**src/rtl/cursor_ctrl_pkg.sv**
```systemverilog
// cursor_ctrl_pkg: toggle FSM encoding and index-width helper shared by the cursor controller.
package cursor_ctrl_pkg;
  typedef enum logic [1:0] {IDLE, WAIT_READ, PULSE, RELEASE} tog_state_e;
  function automatic int idx_w(input int n);
    return (n > 1) ? $clog2(n) : 1;
  endfunction
endpackage

```
**src/rtl/button_debounce.sv**
```systemverilog
// button_debounce: 2-flop synchroniser, counter debouncer and one-cycle press pulse for a raw button.
module button_debounce
  import cursor_ctrl_pkg::*;
#(
  parameter int DEBOUNCE_CYCLES = 16
) (
  input  logic clk,
  input  logic rst_n,
  input  logic btn,
  output logic level,
  output logic press
);
  localparam int CW = idx_w(DEBOUNCE_CYCLES);
  logic [1:0] sync_q;
  logic [CW-1:0] cnt_q, cnt_d;
  logic level_q, level_d, press_q, press_d, flip;
  always_comb begin
    flip = (sync_q[1] != level_q) && (cnt_q == CW'(DEBOUNCE_CYCLES - 1));
    cnt_d = (sync_q[1] != level_q && !flip) ? cnt_q + 1'b1 : '0;
    level_d = flip ? ~level_q : level_q;
    press_d = flip & ~level_q;
  end
  always_ff @(posedge clk or negedge rst_n) begin
    if (!rst_n) begin
      sync_q <= '0;
      cnt_q <= '0;
      level_q <= 1'b0;
      press_q <= 1'b0;
    end else begin
      sync_q <= {sync_q[0], btn};
      cnt_q <= cnt_d;
      level_q <= level_d;
      press_q <= press_d;
    end
  end
  assign level = level_q;
  assign press = press_q;
endmodule

```
**src/rtl/cursor_ctrl.sv**
```systemverilog
// cursor_ctrl: debounced grid cursor with registered cell address and a toggle-request FSM.
module cursor_ctrl
  import cursor_ctrl_pkg::*;
#(
  parameter int P_PARAM_M = 5,
  parameter int P_PARAM_N = 5,
  parameter int WIDTH = 12,
  parameter int DEBOUNCE_CYCLES = 16
) (
  input  logic clk,
  input  logic rst_n,
  input  logic btn_up,
  input  logic btn_down,
  input  logic btn_left,
  input  logic btn_right,
  input  logic btn_toggle,
  input  logic enable,
  output logic [idx_w(P_PARAM_M)-1:0] cursor_row,
  output logic [idx_w(P_PARAM_N)-1:0] cursor_col,
  output logic [WIDTH-1:0] read_address,
  output logic modify,
  output logic busy
);
  localparam int RW = idx_w(P_PARAM_M);
  localparam int CLW = idx_w(P_PARAM_N);
  logic [4:0] raw, level, press;
  logic [RW-1:0] row_q, row_d;
  logic [CLW-1:0] col_q, col_d;
  logic [WIDTH-1:0] addr_q, addr_d;
  tog_state_e state_q, state_d;
  logic pcnt_q, pcnt_d, modify_q, modify_d;
  logic mv, v_up, v_dn, h_lf, h_rt;
  assign raw = {btn_toggle, btn_right, btn_left, btn_down, btn_up};
  for (genvar i = 0; i < 5; i++) begin : g_btn
    button_debounce #(.DEBOUNCE_CYCLES(DEBOUNCE_CYCLES)) u_db (
      .clk(clk), .rst_n(rst_n), .btn(raw[i]), .level(level[i]), .press(press[i])
    );
  end
  // a toggle press in the same IDLE cycle swallows any move
  always_comb begin
    mv = enable && state_q == IDLE && !press[4];
    v_up = mv & press[0] & ~press[1];
    v_dn = mv & press[1] & ~press[0];
    h_lf = mv & press[2] & ~press[3];
    h_rt = mv & press[3] & ~press[2];
    row_d = v_up ? (row_q == '0 ? RW'(P_PARAM_M - 1) : row_q - 1'b1)
          : v_dn ? (row_q == RW'(P_PARAM_M - 1) ? '0 : row_q + 1'b1) : row_q;
    col_d = h_lf ? (col_q == '0 ? CLW'(P_PARAM_N - 1) : col_q - 1'b1)
          : h_rt ? (col_q == CLW'(P_PARAM_N - 1) ? '0 : col_q + 1'b1) : col_q;
    addr_d = WIDTH'(int'(row_d) * P_PARAM_N + int'(col_d));
  end
  always_comb begin
    state_d = state_q;
    pcnt_d = 1'b0;
    if (!enable) state_d = IDLE;
    else begin
      unique case (state_q)
        IDLE: state_d = press[4] ? WAIT_READ : IDLE;
        WAIT_READ: state_d = PULSE;
        PULSE: begin
          state_d = pcnt_q ? RELEASE : PULSE;
          pcnt_d = ~pcnt_q;
        end
        RELEASE: state_d = level[4] ? RELEASE : IDLE;
        default: state_d = IDLE;
      endcase
    end
    modify_d = state_d == PULSE;
  end
  always_ff @(posedge clk or negedge rst_n) begin
    if (!rst_n) begin
      row_q <= '0;
      col_q <= '0;
      addr_q <= '0;
      state_q <= IDLE;
      pcnt_q <= 1'b0;
      modify_q <= 1'b0;
    end else begin
      row_q <= row_d;
      col_q <= col_d;
      addr_q <= addr_d;
      state_q <= state_d;
      pcnt_q <= pcnt_d;
      modify_q <= modify_d;
    end
  end
  assign cursor_row = row_q;
  assign cursor_col = col_q;
  assign read_address = addr_q;
  assign modify = modify_q;
  assign busy = state_q != IDLE;
endmodule

```
**config.mk**
```make
export PLATFORM = sky130hd
export DESIGN_NAME = cursor_ctrl
export DESIGN_NICKNAME = d
export VERILOG_FILES = /design/src/rtl/cursor_ctrl_pkg.sv /design/src/rtl/button_debounce.sv /design/src/rtl/cursor_ctrl.sv
export SDC_FILE = /design/constraint.sdc
export NUM_CORES = 1
export LEC_CHECK = 0
export BUFFER_PORTS_ARGS = -buffer_cell sky130_fd_sc_hd__buf_2
export CAP_MARGIN = 0
export CORE_MARGIN = 3
export CORE_UTILIZATION = 40
export CTS_CLUSTER_SIZE = 40
export DETAILED_ROUTE_END_ITERATION = 8
export PLACE_DENSITY = 0.68
export SLEW_MARGIN = 10
export SYNTH_ARGS = -nofsm -noshare
export SYNTH_HDL_FRONTEND = slang
export SYNTH_HIERARCHICAL = 1
export SYNTH_SLANG_ARGS = --single-unit
```
**constraint.sdc**
```tcl
create_clock -name clk -period 2.7 [get_ports clk]
set_clock_uncertainty 0.2 [all_clocks]
set_input_delay 0.135 -clock clk [delete_from_list [all_inputs] [get_ports clk]]
set_output_delay 0.135 -clock clk [all_outputs]
set_load 0.01 [all_outputs]
```
==> impl_metrics.csv <==
group,metric,value,unit
run_status,status,"finished, violations left",
run_status,violations,"negative setup slack",
sta,setup_ws,-0.0299,ns
placement,post-place-ws,-0.122,ns
critical_path,path_cells,"inv_4 > ha_4 > o21ai_2 > o2bb2ai_1 > a21oi_1 > a31oi_1 > ha_1 > ha_4 > fa_2 > a21o_1 > a21o_1",
synthesis,yosys-top-cells-area,"dfrtp_1 51%, ha_1 9.1%, xnor2_1 3.5%",
floorplan,die_area,0.00790,mm²
floorplan,placementRows,29,
floorplan,coreArea,0.00649,mm²
power_and_ir_drop,p_sw,0.323,mW
drt,drt_iter0_markers,80,
grt,antenna_found_initial,0,
finish,nets,309,
sta,maxSlewViolCount,0,
drt,vias,1755,
synthesis,ys_ff_latch,56,
power_and_ir_drop,ir_worst_vdd,0.321,mV
clocking,htreeDepth,2,
sta,setup_total_negative_slack,-0.0857,ns
critical_path,endpoint_kind,"flip-flop",
grt,grt_pass1_wl,7850,µm
drt,antenna_left,0,
power_and_ir_drop,power_frac_seq,56.6,%
critical_path,cp-start-kind,"flip-flop",
placement,portBuffers,21,
drt,avgViaCountPerCell,4.90,
floorplan,die_width,88.9,µm
synthesis,synth_top_cell_area_share,51.0,%
placement,dp_hpwl,3340,µm
drt,drc_errors,0,
grt,grt_remaining_overflow,0,
synthesis,syn_avg_cell_area,12.1,µm²
sta,hold_viol,0,
grt,grt_max_degree,43,
floorplan,start_util,42.3,%
clocking,cts_buffer_depth,2,
critical_path,reg2reg_depth,11,
hold_path,hold_path_end,"g_btn[0].u_db/sync_q[1]",
power_and_ir_drop,total_power,1.56,mW
sta,post-route-period-util,101,%
sta,setup_violations,3,
hold_path,min_from,"g_btn[0].u_db/sync_q[0]",
finish,drive_above_1_share,33.8,%
sta,slew_headroom,40.3,%
synthesis,syn_area,0.00275,mm²
finish,syn_to_final_growth,24.2,%
hold_path,whs_path_depth,0,
finish,n_fill_cell,559,
placement,globalplace.congestion,0.846,
synthesis,yosysWarnings,6,
sta,hold_ws,0.154,ns
clocking,cts.clk_slew.worst_paths,0.09,ns
synthesis,ys_top_cells_by_count,"56 x dfrtp_1, 25 x nor2_1, 20 x ha_1",
sta,rsz0062_at_grt,"yes",
grt,grt_pass1_vias,1730,
clocking,cts_num_sinks,56,
finish,multiInputGateArea,0.00138,mm²
sta,post-route-min-period,2.73,ns
finish,finalInstanceArea,0.00341,mm²
critical_path,crit_fanout,5,
critical_path,worstSetupPathType,"flip-flop to flip-flop",
grt,grt_use_total,13.2,%
clocking,cts_tree,"yes",
power_and_ir_drop,power_frac_comb,6.1,%
placement,placed_area,0.00313,mm²
synthesis,yosysTopAreaCell,"dfrtp_1",
finish,register_area,0.00141,mm²
drt,first_pass_iters,4,
drt,wirelength,4520,µm
critical_path,r2r-start,"cursor_row[1]",
floorplan,io_pins,28,
power_and_ir_drop,p_sw_share,20.7,%
power_and_ir_drop,p_per_area,457,mW/mm²
clocking,root_buffer,"clkbuf_8",
synthesis,synth-async-reset-ratio,100,%
clocking,clk_latency,0.30,ns
hold_path,min_path_type,"flip-flop to flip-flop",
critical_path,cp.arrival,2.74,ns
synthesis,yosysMostFrequentCell,"dfrtp_1",
drt,avgRoutedWirePerCell,12.6,µm
critical_path,worstPathRequired,2.71,ns
sta,timing.fmax,0.366,GHz
synthesis,ys_types,41,
critical_path,rrSetupSlack,-0.03,ns
clocking,cts_buffers,5,
synthesis,ys.flop_type,"dfrtp_1",
critical_path,cp_slowest_cell,"dfrtp_2",
synthesis,yosysSeqAreaShare,51.0,%
finish,antenna_cells,0,
power_and_ir_drop,clkPwrFrac,37.2,%
critical_path,r2r_end,"read_address[5]",
run,cap_viol_max_count,0,
floorplan,die_y,88.9,µm
critical_path,crit_path_max_incr_delay,0.45,ns
synthesis,syn_inst,227,
power_and_ir_drop,leakage,1.72,nW
power_and_ir_drop,p_int,1.24,mW
sta,worstMarginPinSlew,0.895,ns
synthesis,synth_edf_count,0,
[critical path, delay by kind of cell, from the launching register on]
family	cells	cell delay [ns]
AO/OA/AOI/OAI	6	0.81
buffers and inverters	1	0.10
flip-flops	1	0.45
adder cells (fa/ha/maj)	4	1.09
[how the worst max path moves through the flow]
stage | start | to | slack (ns) | depth (start not counted)
2_1_floorplan | cursor_row[0] | read_address[5] | 0.002 | 11
3_3_place_gp | state_q[1] | read_address[5] | -0.07 | 10
3_5_place_dp | state_q[1] | read_address[5] | -0.12 | 10
4_1_cts | state_q[1] | read_address[5] | -0.02 | 9
5_1_grt | cursor_row[1] | read_address[5] | -0.15 | 11
6_report | cursor_row[1] | read_address[5] | -0.03 | 11
[metal layers]
layer	wire length (µm)	track usage, %	vias up	share of wire [%]
met2	2180	20.9	45	48
met4	70	5.36	0	1.6
li1	-	-	870	-
met3	200	4.10	7	4.4
met5	0	0	-	0
met1	2060	16.8	833	46
[through the flow]
stage                     util [%]  std cells
after global placement        48.1        342
after global routing          52.6        358
after floorplan                  -        232
after detailed placement      48.1        342
final                         52.6        358
after CTS                     52.5        358
[final cells by class]
| type | instances | area share (%) |
|---|---|---|
| clock buffers | 7 | 2.82 |
| clock inverters | 1 | 0.880 |
| inverters | 12 | 1.47 |
| multi-input cells | 153 | 40.3 |
| flip-flops and latches | 56 | 41.2 |
| well taps | 77 | 2.82 |
| repair buffers | 52 | 10.5 |
[repair_timing]
action,in CTS,in global routing
endpoints found under the hold margin,49,0
gates resized for setup,14,2
setup buffers,1,0
endpoints found under the setup margin,3,3
pin swaps,6,10
hold buffers,7,0
[power by group through the flow]
stage / clock, mW / sequential [mW] / combinational, mW
detailed placement: 0 / 0.900 / 0.0880
CTS: 0.605 / 0.883 / 0.0986
finish: 0.580 / 0.883 / 0.0957
global placement: 0 / 0.899 / 0.0868
global route: 0.645 / 0.887 / 0.112
floorplan: 0 / 0.897 / 0.0619
[cells in the final DEF (no fill, tap or decap), types with 7 or more instances in the layout]
cell / n
dfrtp_1: 53
nor2_1: 25
nand2_1: 9
inv_1: 10
buf_4: 23
xnor2_1: 11
clkbuf_8: 7
buf_2: 21
ha_1: 14
dlygate4sd3_1: 7
[flip-flops by register name (all words and copies together), names as in the netlist]
name,count
cursor_col,3
cursor_row,3
g_btn.u_db/cnt_q,20
g_btn.u_db/level,5
g_btn.u_db/press,5
g_btn.u_db/sync_q,10
modify,1
pcnt_q,1
read_address,6
state_q,2
[logic make-up (layout without fill, tap and decap cells)]
kind of cell | after synthesis | after routing | synth area share (%)
compound gates | 33 | 33 | 8.38
simple gates | 68 | 68 | 17.0
other cells | 1 | 6 | 0.136
flops | 56 | 56 | 51.0
mux | 8 | 8 | 3.87
fa+ha+maj | 21 | 21 | 9.84
xor+xnor | 17 | 17 | 5.42
buf+inv | 23 | 72 | 4.33
Power figures use the tool's default switching activity.
